--- config.mk ---
export PLATFORM = sky130hd
export DESIGN_NAME = char_buf_arbiter
export DESIGN_NICKNAME = d
export VERILOG_FILES = /design/src/rtl/char_buf_arbiter.sv
export SDC_FILE = /design/constraint.sdc
export NUM_CORES = 1
export LEC_CHECK = 0
export CAP_MARGIN = 15
export CORE_MARGIN = 2
export CORE_UTILIZATION = 48
export CTS_CLUSTER_SIZE = 40
export DETAILED_ROUTE_END_ITERATION = 12
export PLACE_DENSITY = 0.87
export SLEW_MARGIN = 25
export SYNTH_ARGS = -nofsm -noshare
export SYNTH_HDL_FRONTEND = slang
export SYNTH_SLANG_ARGS = --single-unit
--- constraint.sdc ---
create_clock -name clk -period 5.2 [get_ports clk]
set_clock_uncertainty 0.2 [all_clocks]
set_input_delay 0.78 -clock clk [delete_from_list [all_inputs] [get_ports clk]]
set_output_delay 0.78 -clock clk [all_outputs]
set_load 0.05 [all_outputs]
--- src/rtl/char_buf_arbiter.sv ---
// rtl/char_buf_arbiter.sv - line-granular round-robin arbiter feeding the VGA character buffer
//
// Shares the single character-buffer input between p_num_reqs text sources.
// A source owns the output for a whole line, which ends on LF, ESC or a stall
// timeout. An optional "<digit>:" prefix tags each granted line.
//
// Ports:
//   clk        clock
//   rst        synchronous, active-high reset
//   req_ascii  character from requester i at bits [8i+7:8i]
//   req_val    requester i has a valid character
//   req_rdy    requester i's character is accepted this cycle
//   ascii      registered character to the character buffer
//   ascii_val  ascii is valid this cycle (single-cycle pulse per character)
//   grant_idx  current or last granted requester
//   busy       a line is currently owned

module char_buf_arbiter #(
  parameter int p_num_reqs  = 4,
  parameter int p_prefix_en = 1,
  parameter int p_timeout   = 64
) (
  input  logic                          clk,
  input  logic                          rst,
  input  logic [8*p_num_reqs-1:0]       req_ascii,
  input  logic [p_num_reqs-1:0]         req_val,
  output logic [p_num_reqs-1:0]         req_rdy,
  output logic [7:0]                    ascii,
  output logic                          ascii_val,
  output logic [$clog2(p_num_reqs)-1:0] grant_idx,
  output logic                          busy
);

  localparam int lw = $clog2(p_num_reqs);
  // A zero timeout still needs a one-bit counter so the logic stays legal.
  localparam int cw = (p_timeout > 0) ? $clog2(p_timeout + 1) : 1;
  localparam logic [cw-1:0] cnt_max  = {cw{1'b1}};
  localparam logic [cw-1:0] cnt_lim  = cw'(p_timeout);
  localparam logic [lw-1:0] last_rst = lw'(p_num_reqs - 1);

  localparam logic [2:0] st_idle   = 3'd0;
  localparam logic [2:0] st_pfx0   = 3'd1;
  localparam logic [2:0] st_pfx1   = 3'd2;
  localparam logic [2:0] st_stream = 3'd3;
  localparam logic [2:0] st_flush  = 3'd4;

  localparam logic [7:0] ch_lf    = 8'h0A;
  localparam logic [7:0] ch_esc   = 8'h1B;
  localparam logic [7:0] ch_colon = 8'h3A;
  localparam logic [7:0] ch_zero  = 8'h30;

  logic [2:0]    state;
  logic [lw-1:0] last_grant;
  logic [cw-1:0] cnt;
  logic [7:0]    ascii_q;
  logic          ascii_val_q;

  logic [lw-1:0] sel_idx;
  logic          sel_found;
  logic [lw-1:0] cand;
  int            j;
  logic [7:0]    cur_char;
  logic          xfer;
  logic [cw-1:0] cnt_inc;

  // Round-robin search starting just after the last line owner.
  always_comb begin
    sel_found = 1'b0;
    sel_idx   = '0;
    cand      = '0;
    j         = 0;
    for (int k = 1; k <= p_num_reqs; k++) begin
      j = int'(last_grant) + k;
      if (j >= p_num_reqs) j = j - p_num_reqs;
      cand = lw'(j);
      if (!sel_found && req_val[cand]) begin
        sel_found = 1'b1;
        sel_idx   = cand;
      end
    end
  end

  always_comb begin
    req_rdy = '0;
    if (state == st_stream) req_rdy[grant_idx] = 1'b1;
  end

  assign cur_char = req_ascii[{grant_idx, 3'b000} +: 8];
  assign xfer     = (state == st_stream) && req_val[grant_idx];
  // Saturating increment so a disabled timeout never wraps back to zero.
  assign cnt_inc  = (cnt == cnt_max) ? cnt : cnt + cw'(1);

  always_ff @(posedge clk) begin
    if (rst) begin
      state       <= st_idle;
      grant_idx   <= '0;
      last_grant  <= last_rst;
      cnt         <= '0;
      ascii_q     <= 8'h00;
      ascii_val_q <= 1'b0;
    end else begin
      ascii_val_q <= 1'b0;
      case (state)
        st_idle: begin
          cnt <= '0;
          if (sel_found) begin
            grant_idx <= sel_idx;
            state     <= (p_prefix_en != 0) ? st_pfx0 : st_stream;
          end
        end
        st_pfx0: begin
          ascii_q     <= ch_zero + 8'(grant_idx);
          ascii_val_q <= 1'b1;
          state       <= st_pfx1;
        end
        st_pfx1: begin
          ascii_q     <= ch_colon;
          ascii_val_q <= 1'b1;
          state       <= st_stream;
        end
        st_stream: begin
          if (xfer) begin
            ascii_q     <= cur_char;
            ascii_val_q <= 1'b1;
            cnt         <= '0;
            // DEL is deliberately not a line terminator.
            if (cur_char == ch_lf || cur_char == ch_esc) begin
              last_grant <= grant_idx;
              state      <= st_idle;
            end
          end else begin
            cnt <= cnt_inc;
            if (p_timeout != 0 && cnt_inc == cnt_lim) state <= st_flush;
          end
        end
        st_flush: begin
          ascii_q     <= ch_lf;
          ascii_val_q <= 1'b1;
          last_grant  <= grant_idx;
          cnt         <= '0;
          state       <= st_idle;
        end
        default: state <= st_idle;
      endcase
    end
  end

  assign ascii     = ascii_q;
  assign ascii_val = ascii_val_q;
  assign busy      = (state != st_idle);

endmodule

==> results of run 1 <==
==> synth_stat cells, types with 2 or more instances <==
library cell / count / area share (%)
o221a_2: 2 / 1.5
a22oi_1: 3 / 1.5
a21oi_1: 15 / 5.0
a31oi_1: 4 / 1.7
dfxtp_1: 23 / 31
xor2_1: 2 / 1.2
nand2b_1: 3 / 1.2
mux4_2: 7 / 10
o311ai_0: 2 / 1.2
nor2_1: 21 / 5.2
inv_1: 8 / 2.0
and2_1: 2 / 0.83
o21ai_0: 16 / 5.3
nand3b_1: 2 / 1.0
o211ai_1: 3 / 1.5
a32oi_1: 2 / 1.2
nor3_1: 7 / 2.3
nand2_1: 12 / 3.0
o22ai_1: 3 / 1.2
clkbuf_1: 7 / 1.7
and3_1: 4 / 1.7
mux4_1: 2 / 3.5
nand3_1: 4 / 1.3
buf_2: 2 / 0.67
==> worst min path at each step <==
stage,end,slack (ns),cells past startpoint
after floorplan,cnt[6]$_SDFFE_PP0P_,0.31,2
after global placement,ascii[1]$_SDFFE_PP0P_,0.29,2
after detailed placement,ascii[1]$_SDFFE_PP0P_,0.29,2
after CTS,ascii[1]$_SDFFE_PP0P_,0.31,2
after global routing,ascii[6]$_SDFFE_PP0P_,0.36,2
final,ascii[1]$_SDFFE_PP0P_,0.31,2
==> cells by family (layout without fill, tap and decap cells) <==
kind of cell	after synthesis	count (layout)	synth area share [%]
AOI/OAI and AO/OA	59	59	25.2
xor gates and xnor gates	2	2	1.17
adders and majority gates	1	1	0.833
buffers and inverters	19	65	5.41
DFF	23	23	30.6
muxes	10	10	14.7
and+or+nand+nor	63	63	22.1
==> cell type report <==
class	count	share of cell area, %
clock buffer	3	1.10
clock inverter	1	0.244
inverter	8	1.46
multi-input combinational	135	46.9
sequential	23	22.5
tap	33	2.01
timing repair buffer	53	25.9
==> flip-flops by register name, indices dropped and copies added (netlist names) <==
register and count:
ascii 8, cnt 7, state 3, grant_idx 2
last_grant 2, ascii_val 1
==> metal layers <==
metal  vias up  track usage (%)
met2        44             36.5
met4         0             4.44
met3         2             5.19
li1        768                -
met1       722             29.9
met5         -                0
==> power by group through the flow <==
stage / registers [mW] / clock network (mW) / logic (mW)
6_report: 0.211 / 0.0832 / 0.193
5_1_grt: 0.215 / 0.0947 / 0.208
4_1_cts: 0.211 / 0.0867 / 0.193
3_5_place_dp: 0.215 / 0 / 0.192
3_3_place_gp: 0.215 / 0 / 0.190
2_1_floorplan: 0.234 / 0 / 0.106
==> worst reg2reg max path: cells and delay by family, from the launching register on <==
family          cells  cell delay, ns
flops               1            0.84
mux                 1            0.62
simple gates        2            0.89
compound gates      2            0.27
==> reports/results.tsv, run 1 <==
stage	metric	value	unit
power_and_ir_drop	p_int	306	µW
setup_path	slowest_delay	0.81	ns
synth	synth_flop_cell	dfxtp_1	
final_layout	final_cell_mix	clkdlybuf4s50_1, dfxtp_1, nor2_1	
power_and_ir_drop	clkPwrFrac	17.1	%
floorplanning	die_w	60.0	µm
sta	worstMarginPinSlew	0.769	ns
global_routing	antenna_found_initial	0	
clock_network	clockBufferDepth	2	
setup_path	r2r_cells	5	
synth	synthArstFlopShare	0	%
drt	m1WireLength	1650	µm
sta	relSlewSlack	48.6	%
setup_path	rrSetupSlack	2.29	ns
power_and_ir_drop	p_leak	0.745	nW
clock_network	clkTransAtPathRegs	0.14	ns
setup_path	crit_path_start_kind	flop	
final_layout	synthToLayoutAreaGrowth	36.5	%
setup_path	crit_chain	and3b_1, nand2_1, nor2_1, clkdlybuf4s50_1	
setup_path	rr_endpoint	last_grant[0]$_SDFFE_PP1P_	
floorplanning	die_y	60.0	µm
drt	drc_errors	0	
sta	period_needed	3.31	ns
synth	synth_fp_nets	216	
sta	setup_viol	0	
final_layout	mostFrequentLayoutCell	clkdlybuf4s50_1	
setup_path	startpoint	state[0]$_SDFFE_PP0P_	
sta	setup_ws	1.89	ns
drt	wirelength	3710	µm
clock_network	cts_sinks	23	
drt	dr_wl_met2	1850	µm
power_and_ir_drop	ir_drop	0.000164	V
final_layout	final.fill_count	249	
setup_path	worstSetupPathType	reg2out	
final_layout	drive_gt1_share	8.07	%
drt	routed-wl-met3	203	µm
setup_path	path_buf_inv	1	
power_and_ir_drop	combPwrFrac	39.7	%
setup_path	path_max_fanout	13	
clock_network	h-tree-depth	1	
drt	drtIter0Drc	100	
floorplanning	ioPinCount	54	
sta	setup_tns	0	ns
floorplanning	dieArea	3590	µm²
clock_network	cts_setup_buffers	0	
synth	synthCells	177	
drt	drt_first_pass_iters	4	
sta	holdWs	0.314	ns
global_routing	track_usage	22.2	%
sta	fin_crit_sh	63.6	%
final_layout	fin_area	2050	µm²
run	drv_cap	0	
placed_design	placed_area	2020	µm²
global_routing	grt_overflow	0	
floorplanning	start_util	50.0	%
setup_path	crit_family	buffers and inverters	
drt	via_per_inst	6.00	
global_routing	first_global_vias	1394	
setup_path	r2r-start	grant_idx[0]$_SDFFE_PP0P_	
placed_design	preCtsSetupSlack	2.06	ns
clock_network	insertion_delay	0.31	ns
clock_network	cts_root_buffer	clkbuf_4	
placed_design	place_hpwl	2850	µm
power_and_ir_drop	power.switching	181	µW
final_layout	diodes	0	
clock_network	cts_resized	0	
power_and_ir_drop	total_power	488	µW
final_layout	multi_input_area	961	µm²
floorplanning	coreArea	3000	µm²
global_routing	grt_max_degree	18	
final_layout	finalNonFillerCells	256	
power_and_ir_drop	pwr-share-seq	43.3	%
drt	top_layer	met4	
clock_network	ctsHoldBuffers	0	
power_and_ir_drop	p_per_area	238	nW/µm²
setup_path	cp.arrival	2.33	ns
placed_design	gp_congestion	0.823	
synth	synth_area	1500	µm²
sta	rsz0062_at_grt	false	
power_and_ir_drop	swShare	37.2	%
final_layout	fin_util	68.3	%
drt	vias	1536	
setup_path	crit_end	req_rdy[2]	
drt	wl_per_cell	14.5	µm
min_path	min-delay-start	ascii[1]$_SDFFE_PP0P_	
sta	slew_violations	0	
final_layout	register_area	460	µm²
placed_design	dp_cells	252	
sta	hold_viol_final	0	
synth	yosysUniqueCellTypes	45	
setup_path	crit_path_top_delay_cell	clkdlybuf4s50_1	
sta	fmax	302	MHz
synth	synth_edf_count	0	
setup_path	crit_required	4.22	ns
run_status	status	completed	
clock_network	cts_tree	built	
setup_path	crit_path_end_kind	output pin	
clock_network	cts_made_buffers	3	
synth	yosys_warnings	0	
placed_design	io_buffers	53	
floorplanning	std_cell_rows	20	
global_routing	grt_first_pass_wirelength	6110	µm
drt	ant_nets	0	
setup_path	cp.depth	4	
final_layout	fin_nets	263	
synth	seq_area_frac_synth	30.6	%
synth	synth.avg_cell_area	8.49	µm²
min_path	hold_class	reg2reg	
synth	ys_ff_latch	23	
(Power assumes the default switching activity.)
==> inputs of run 2 (changes only) <==
--- a/config.mk
+++ b/config.mk
@@ -7,10 +7,10 @@
 export LEC_CHECK = 0
 export CAP_MARGIN = 15
 export CORE_MARGIN = 2
-export CORE_UTILIZATION = 48
+export CORE_UTILIZATION = 40
 export CTS_CLUSTER_SIZE = 40
 export DETAILED_ROUTE_END_ITERATION = 12
-export PLACE_DENSITY = 0.87
+export PLACE_DENSITY = 0.78
 export SLEW_MARGIN = 25
 export SYNTH_ARGS = -nofsm -noshare
 export SYNTH_HDL_FRONTEND = slang
==> constraint.sdc (replaced) <==
create_clock -name clk -period 3 [get_ports clk]
set_clock_uncertainty 0.2 [all_clocks]
set_input_delay 0.45 -clock clk [delete_from_list [all_inputs] [get_ports clk]]
set_output_delay 0.45 -clock clk [all_outputs]
set_load 0.05 [all_outputs]
==> reports/results.tsv, run 2 (synthesized netlist as in run 1, its figures left out) <==
stage	metric	value	unit	change
run	drv_cap	0		unchanged
setup_path	crit_path_start_kind	flop		
clock_network	clockBufferDepth	2		unchanged
global_routing	antenna_found_initial	0		unchanged
drt	drc_errors	0		unchanged
global_routing	first_global_vias	1401		+0.50%
placed_design	placed_area	2070	µm²	+2.4%
setup_path	crit_path_top_delay_cell	clkdlybuf4s50_1		
drt	m1WireLength	1880	µm	+14%
global_routing	grt_first_pass_wirelength	6580	µm	+7.6%
setup_path	crit_required	2.35	ns	-1.87 ns
floorplanning	std_cell_rows	22		+10%
sta	slew_violations	0		unchanged
final_layout	mostFrequentLayoutCell	clkdlybuf4s50_1		
power_and_ir_drop	ir_drop	0.000280	V	+71%
power_and_ir_drop	combPwrFrac	39.1	%	-0.6 points
sta	period_needed	2.79	ns	
clock_network	h-tree-depth	1		unchanged
drt	top_layer	met4		
final_layout	synthToLayoutAreaGrowth	41.0	%	
sta	setup_ws	0.208	ns	-1.68 ns
clock_network	cts_root_buffer	clkbuf_8		
drt	ant_nets	0		unchanged
setup_path	path_max_fanout	13		unchanged
floorplanning	die_w	65.3	µm	+8.9%
final_layout	finalNonFillerCells	275		+7.4%
global_routing	grt_overflow	0		unchanged
clock_network	cts_setup_buffers	0		unchanged
setup_path	crit_path_end_kind	output pin		
final_layout	fin_area	2120	µm²	+3.3%
placed_design	dp_cells	271		+7.5%
power_and_ir_drop	p_int	580	µW	+89%
final_layout	largest_register_ffs	8		unchanged
placed_design	place_hpwl	3230	µm	+13%
placed_design	io_buffers	53		unchanged
drt	wirelength	4240	µm	+14%
global_routing	grt_max_degree	18		unchanged
setup_path	slowest_delay	0.86	ns	+0.05 ns
clock_network	cts_sinks	23		unchanged
final_layout	final_cell_mix	clkdlybuf4s50_1, dfxtp_1, nor2_1		
drt	routed-wl-met3	140	µm	-31%
floorplanning	dieArea	4260	µm²	+19%
clock_network	clkTransAtPathRegs	0.09	ns	-0.05 ns
setup_path	crit_family	buffers and inverters		
clock_network	cts_tree	built		
run_status	status	completed		
clock_network	cts_made_buffers	3		unchanged
power_and_ir_drop	total_power	915	µW	+88%
sta	setup_tns	0	ns	unchanged
final_layout	drive_gt1_share	9.69	%	+1.6 points
sta	holdWs	0.328	ns	+0.0141 ns
power_and_ir_drop	pwr-share-seq	39.1	%	-4.2 points
sta	relSlewSlack	53.5	%	+4.9 points
setup_path	rrSetupSlack	0.43	ns	-1.86 ns
final_layout	diodes	0		unchanged
final_layout	fin_util	58.3	%	-10 points
placed_design	preCtsSetupSlack	0.182	ns	-1.88 ns
global_routing	track_usage	19.9	%	-2.2 points
floorplanning	start_util	41.4	%	-8.7 points
sta	rsz0062_at_grt	false		
sta	fmax	358	MHz	
setup_path	path_buf_inv	1		unchanged
floorplanning	coreArea	3630	µm²	+21%
drt	drtIter0Drc	87		-13%
power_and_ir_drop	p_per_area	432	nW/µm²	+82%
floorplanning	ioPinCount	54		unchanged
final_layout	fin_nets	267		+1.5%
sta	fin_crit_sh	93.1	%	
power_and_ir_drop	power.switching	335	µW	+85%
sta	hold_viol_final	0		unchanged
drt	wl_per_cell	15.4	µm	+6.5%
sta	worstMarginPinSlew	0.695	ns	-0.0741 ns
power_and_ir_drop	p_leak	0.774	nW	+3.9%
drt	dr_wl_met2	2140	µm	+16%
setup_path	cp.arrival	2.14	ns	-0.19 ns
power_and_ir_drop	clkPwrFrac	21.8	%	+4.7 points
power_and_ir_drop	swShare	36.6	%	-0.58 points
sta	setup_viol	0		unchanged
clock_network	insertion_delay	0.26	ns	-0.05 ns
min_path	hold_class	reg2reg		
final_layout	final.fill_count	341		+37%
placed_design	gp_congestion	0.881		+7.1%
drt	drt_first_pass_iters	4		unchanged
floorplanning	die_y	65.3	µm	+8.9%
clock_network	cts_resized	0		unchanged
setup_path	worstSetupPathType	reg2out		
drt	vias	1560		+1.6%
drt	via_per_inst	5.67		-5.5%
setup_path	crit_chain	nand3b_1, nor3_1, clkdlybuf4s50_1		
clock_network	ctsHoldBuffers	0		unchanged
-- run 2: power by group through the flow --
| stage | sequential [mW] | clock, mW | combinational [mW] |
|---|---|---|---|
| after floorplan | 0.405 | 0 | 0.184 |
| after CTS | 0.358 | 0.198 | 0.357 |
| after global routing | 0.363 | 0.209 | 0.379 |
| after global placement | 0.365 | 0 | 0.348 |
| final | 0.358 | 0.199 | 0.357 |
| after detailed placement | 0.365 | 0 | 0.353 |
-- run 2: worst register-to-register path: stages, from the launching register on --
cell	delay (ns)
dfxtp_1	0.54
mux4_2	0.59
or4b_4	0.58
nor4_4	0.33
o21ai_0	0.12
o311ai_0	0.11
-- run 2: final timing paths --
| path | startpoint | to | cells after the start |
|---|---|---|---|
| setup / recovery | state[0]$_SDFFE_PP0P_ | req_rdy[0] | 3 |
| setup reg to reg | grant_idx[0]$_SDFFE_PP0P_ | last_grant[1]$_SDFFE_PP1P_ | 5 |
| hold / removal | ascii[6]$_SDFFE_PP0P_ | ascii[6]$_SDFFE_PP0P_ | 2 |
| hold reg to reg | ascii[6]$_SDFFE_PP0P_ | ascii[6]$_SDFFE_PP0P_ | 2 |
-- run 2: per-layer routing --
| metal | GRT usage [%] | vias to the layer above |
|---|---|---|
| li1 | - | 768 |
| met1 | 26.9 | 745 |
| met2 | 32.8 | 41 |
| met3 | 1.54 | 6 |
| met4 | 8.59 | 0 |
| met5 | 0 | - |
-- run 2: layout make-up --
type | instances | area, µm² | share of cell area [%]
well taps | 48 | 60.1 | 2.84
clock buffers | 3 | 41.3 | 1.95
inverters | 8 | 30.0 | 1.42
multi-input cells | 135 | 961 | 45.4
flip-flops and latches | 23 | 460 | 21.7
clock inverters | 1 | 5.00 | 0.236
repair buffers | 57 | 561 | 26.5
==> inputs of run 3 (changes only) <==
--- a/config.mk
+++ b/config.mk
@@ -7,10 +7,12 @@
 export LEC_CHECK = 0
 export CAP_MARGIN = 15
 export CORE_MARGIN = 2
-export CORE_UTILIZATION = 40
+export CORE_UTILIZATION = 48
+export CTS_CLUSTER_DIAMETER = 200
 export CTS_CLUSTER_SIZE = 40
 export DETAILED_ROUTE_END_ITERATION = 12
-export PLACE_DENSITY = 0.78
+export GPL_TIMING_DRIVEN = 0
+export PLACE_DENSITY = 0.87
 export SLEW_MARGIN = 25
 export SYNTH_ARGS = -nofsm -noshare
 export SYNTH_HDL_FRONTEND = slang
==> constraint.sdc (replaced) <==
create_clock -name clk -period 3.5 [get_ports clk]
set_clock_uncertainty 0.2 [all_clocks]
set_input_delay 0.525 -clock clk [delete_from_list [all_inputs] [get_ports clk]]
set_output_delay 0.525 -clock clk [all_outputs]
set_load 0.05 [all_outputs]
==> reports/results.tsv, run 3 (synthesized netlist as in run 1, its figures left out) <==
stage	metric	value	unit	change
sta	slew_violations	0		unchanged
min_path	min_to	ascii[1]$_SDFFE_PP0P_		
sta	rsz0062_at_grt	false		
power_and_ir_drop	p_int	464	µW	-20%
sta	relSlewSlack	60.1	%	+6.6 points
floorplanning	start_util	50.0	%	+8.7 points
final_layout	largest_register_ffs	8		unchanged
final_layout	final_cell_mix	clkdlybuf4s50_1, dfxtp_1, nor2_1		
power_and_ir_drop	power.switching	278	µW	-17%
global_routing	grt_first_pass_wirelength	6440	µm	-2.0%
final_layout	finalNonFillerCells	266		-3.3%
clock_network	insertion_delay	0.32	ns	+0.06 ns
setup_path	r2r-start	grant_idx[0]$_SDFFE_PP0P_		
global_routing	first_global_vias	1440		+2.8%
placed_design	gp_congestion	0.865		-1.9%
placed_design	io_buffers	52		-1.9%
sta	setup_tns	0	ns	unchanged
drt	via_per_inst	6.08		+7.2%
global_routing	grt_overflow	0		unchanged
drt	vias	1618		+3.7%
power_and_ir_drop	ir_drop	0.000253	V	-9.7%
setup_path	cp.arrival	2.31	ns	+0.17 ns
setup_path	r2r_cells	6		+1
drt	ant_nets	0		unchanged
clock_network	cts_made_buffers	3		unchanged
placed_design	place_hpwl	3150	µm	-2.4%
power_and_ir_drop	combPwrFrac	43.3	%	+4.2 points
setup_path	crit_required	2.77	ns	+0.42 ns
sta	worstMarginPinSlew	0.596	ns	-0.0996 ns
sta	fin_crit_sh	86.8	%	
setup_path	worstSetupPathType	reg2out		
sta	hold_viol_final	0		unchanged
floorplanning	std_cell_rows	20		-9.1%
clock_network	cts_root_buffer	clkbuf_4		
drt	wirelength	4070	µm	-4.1%
floorplanning	die_y	60.0	µm	-8.2%
power_and_ir_drop	pwr-share-seq	39.4	%	+0.3 points
power_and_ir_drop	clkPwrFrac	17.4	%	-4.4 points
final_layout	diodes	0		unchanged
run_status	status	completed		
clock_network	ctsHoldBuffers	0		unchanged
clock_network	cts_setup_buffers	0		unchanged
power_and_ir_drop	swShare	37.4	%	+0.84 points
min_path	hold_class	reg2reg		
final_layout	mostFrequentLayoutCell	clkdlybuf4s50_1		
sta	period_needed	3.04	ns	
min_path	hold-path-cell-count	2		unchanged
floorplanning	dieArea	3590	µm²	-16%
floorplanning	die_w	60.0	µm	-8.2%
final_layout	final.fill_count	241		-29%
min_path	min-delay-start	ascii[1]$_SDFFE_PP0P_		
placed_design	dp_cells	262		-3.3%
drt	drc_errors	0		unchanged
drt	drt_first_pass_iters	4		unchanged
final_layout	synthToLayoutAreaGrowth	39.1	%	
placed_design	placed_area	2060	µm²	-0.36%
clock_network	cts_tree	built		
clock_network	clockBufferDepth	2		unchanged
global_routing	track_usage	23.6	%	+3.7 points
final_layout	fin_area	2090	µm²	-1.3%
clock_network	cts_sinks	23		unchanged
sta	holdWs	0.306	ns	-0.0216 ns
setup_path	crit_path_end_kind	output pin		
setup_path	path_max_fanout	10		-3
power_and_ir_drop	p_leak	0.764	nW	-1.3%
clock_network	h-tree-depth	1		unchanged
final_layout	drive_gt1_share	8.58	%	-1.1 points
final_layout	fin_nets	273		+2.2%
setup_path	crit_path_start_kind	flop		
setup_path	rrSetupSlack	0.96	ns	+0.53 ns
setup_path	rr_endpoint	last_grant[1]$_SDFFE_PP1P_		
clock_network	cts_resized	0		unchanged
run	drv_cap	0		unchanged
floorplanning	ioPinCount	54		unchanged
power_and_ir_drop	p_per_area	355	nW/µm²	-18%
sta	setup_viol	0		unchanged
drt	wl_per_cell	15.3	µm	-0.81%
final_layout	multi_input_area	961	µm²	unchanged
clock_network	clkTransAtPathRegs	0.13	ns	+0.04 ns
final_layout	register_area	460	µm²	unchanged
sta	fmax	329	MHz	
global_routing	grt_max_degree	13		-5
floorplanning	coreArea	3000	µm²	-17%
drt	drtIter0Drc	116		+33%
global_routing	antenna_found_initial	0		unchanged
==> run 3: critical path: stages, from the launching register on <==
cell	delay, ns
dfxtp_1	0.37
clkbuf_1	0.34
nor2_1	0.21
nand2_1	0.23
clkdlybuf4s50_1	0.84
==> run 3: layout make-up <==
| type | instances | share of cell area [%] |
|---|---|---|
| timing repair buffer | 52 | 24.9 |
| clock buffer | 4 | 1.26 |
| buffer | 11 | 2.45 |
| multi-input combinational | 135 | 46.0 |
| inverter | 8 | 1.44 |
| sequential | 23 | 22.0 |
| tap | 33 | 1.97 |
==> run 3: metrics by stage <==
stage          util, %  setup slack [ns]  total power, mW
6_report          69.6             0.461            0.742
3_3_place_gp      68.8             0.622            0.611
3_5_place_dp      68.8             0.571            0.616
5_1_grt           69.6             0.349            0.783
4_1_cts           69.6             0.490            0.743
2_1_floorplan        -             0.790            0.505
==> run 3: worst max-delay path by stage <==
| stage | startpoint | endpoint | slack [ns] | cells past startpoint |
|---|---|---|---|---|
| after floorplan | grant_idx[1]$_SDFFE_PP0P_ | req_rdy[0] | 0.79 | 3 |
| after global placement | req_ascii[18] | last_grant[0]$_SDFFE_PP1P_ | 0.62 | 6 |
| after detailed placement | req_ascii[18] | last_grant[1]$_SDFFE_PP1P_ | 0.57 | 6 |
| after CTS | state[1]$_SDFFE_PP0P_ | busy | 0.49 | 4 |
| after global routing | state[1]$_SDFFE_PP0P_ | busy | 0.35 | 4 |
| final | state[1]$_SDFFE_PP0P_ | busy | 0.46 | 4 |
==> run 3: per-layer routing <==
metal	vias up	global-route usage, %	part of all wire (%)
li1	784	-	-
met1	752	32.1	43
met3	10	5.63	5.8
met4	0	7.30	2.5
met5	-	0	0
met2	72	37.1	49
==> run 3: power by group through the flow <==
stage / combinational [mW] / sequential [mW] / clock, mW
6_report: 0.321 / 0.292 / 0.129
5_1_grt: 0.343 / 0.294 / 0.146
4_1_cts: 0.320 / 0.292 / 0.131
3_5_place_dp: 0.318 / 0.298 / 0
3_3_place_gp: 0.315 / 0.297 / 0
2_1_floorplan: 0.158 / 0.347 / 0
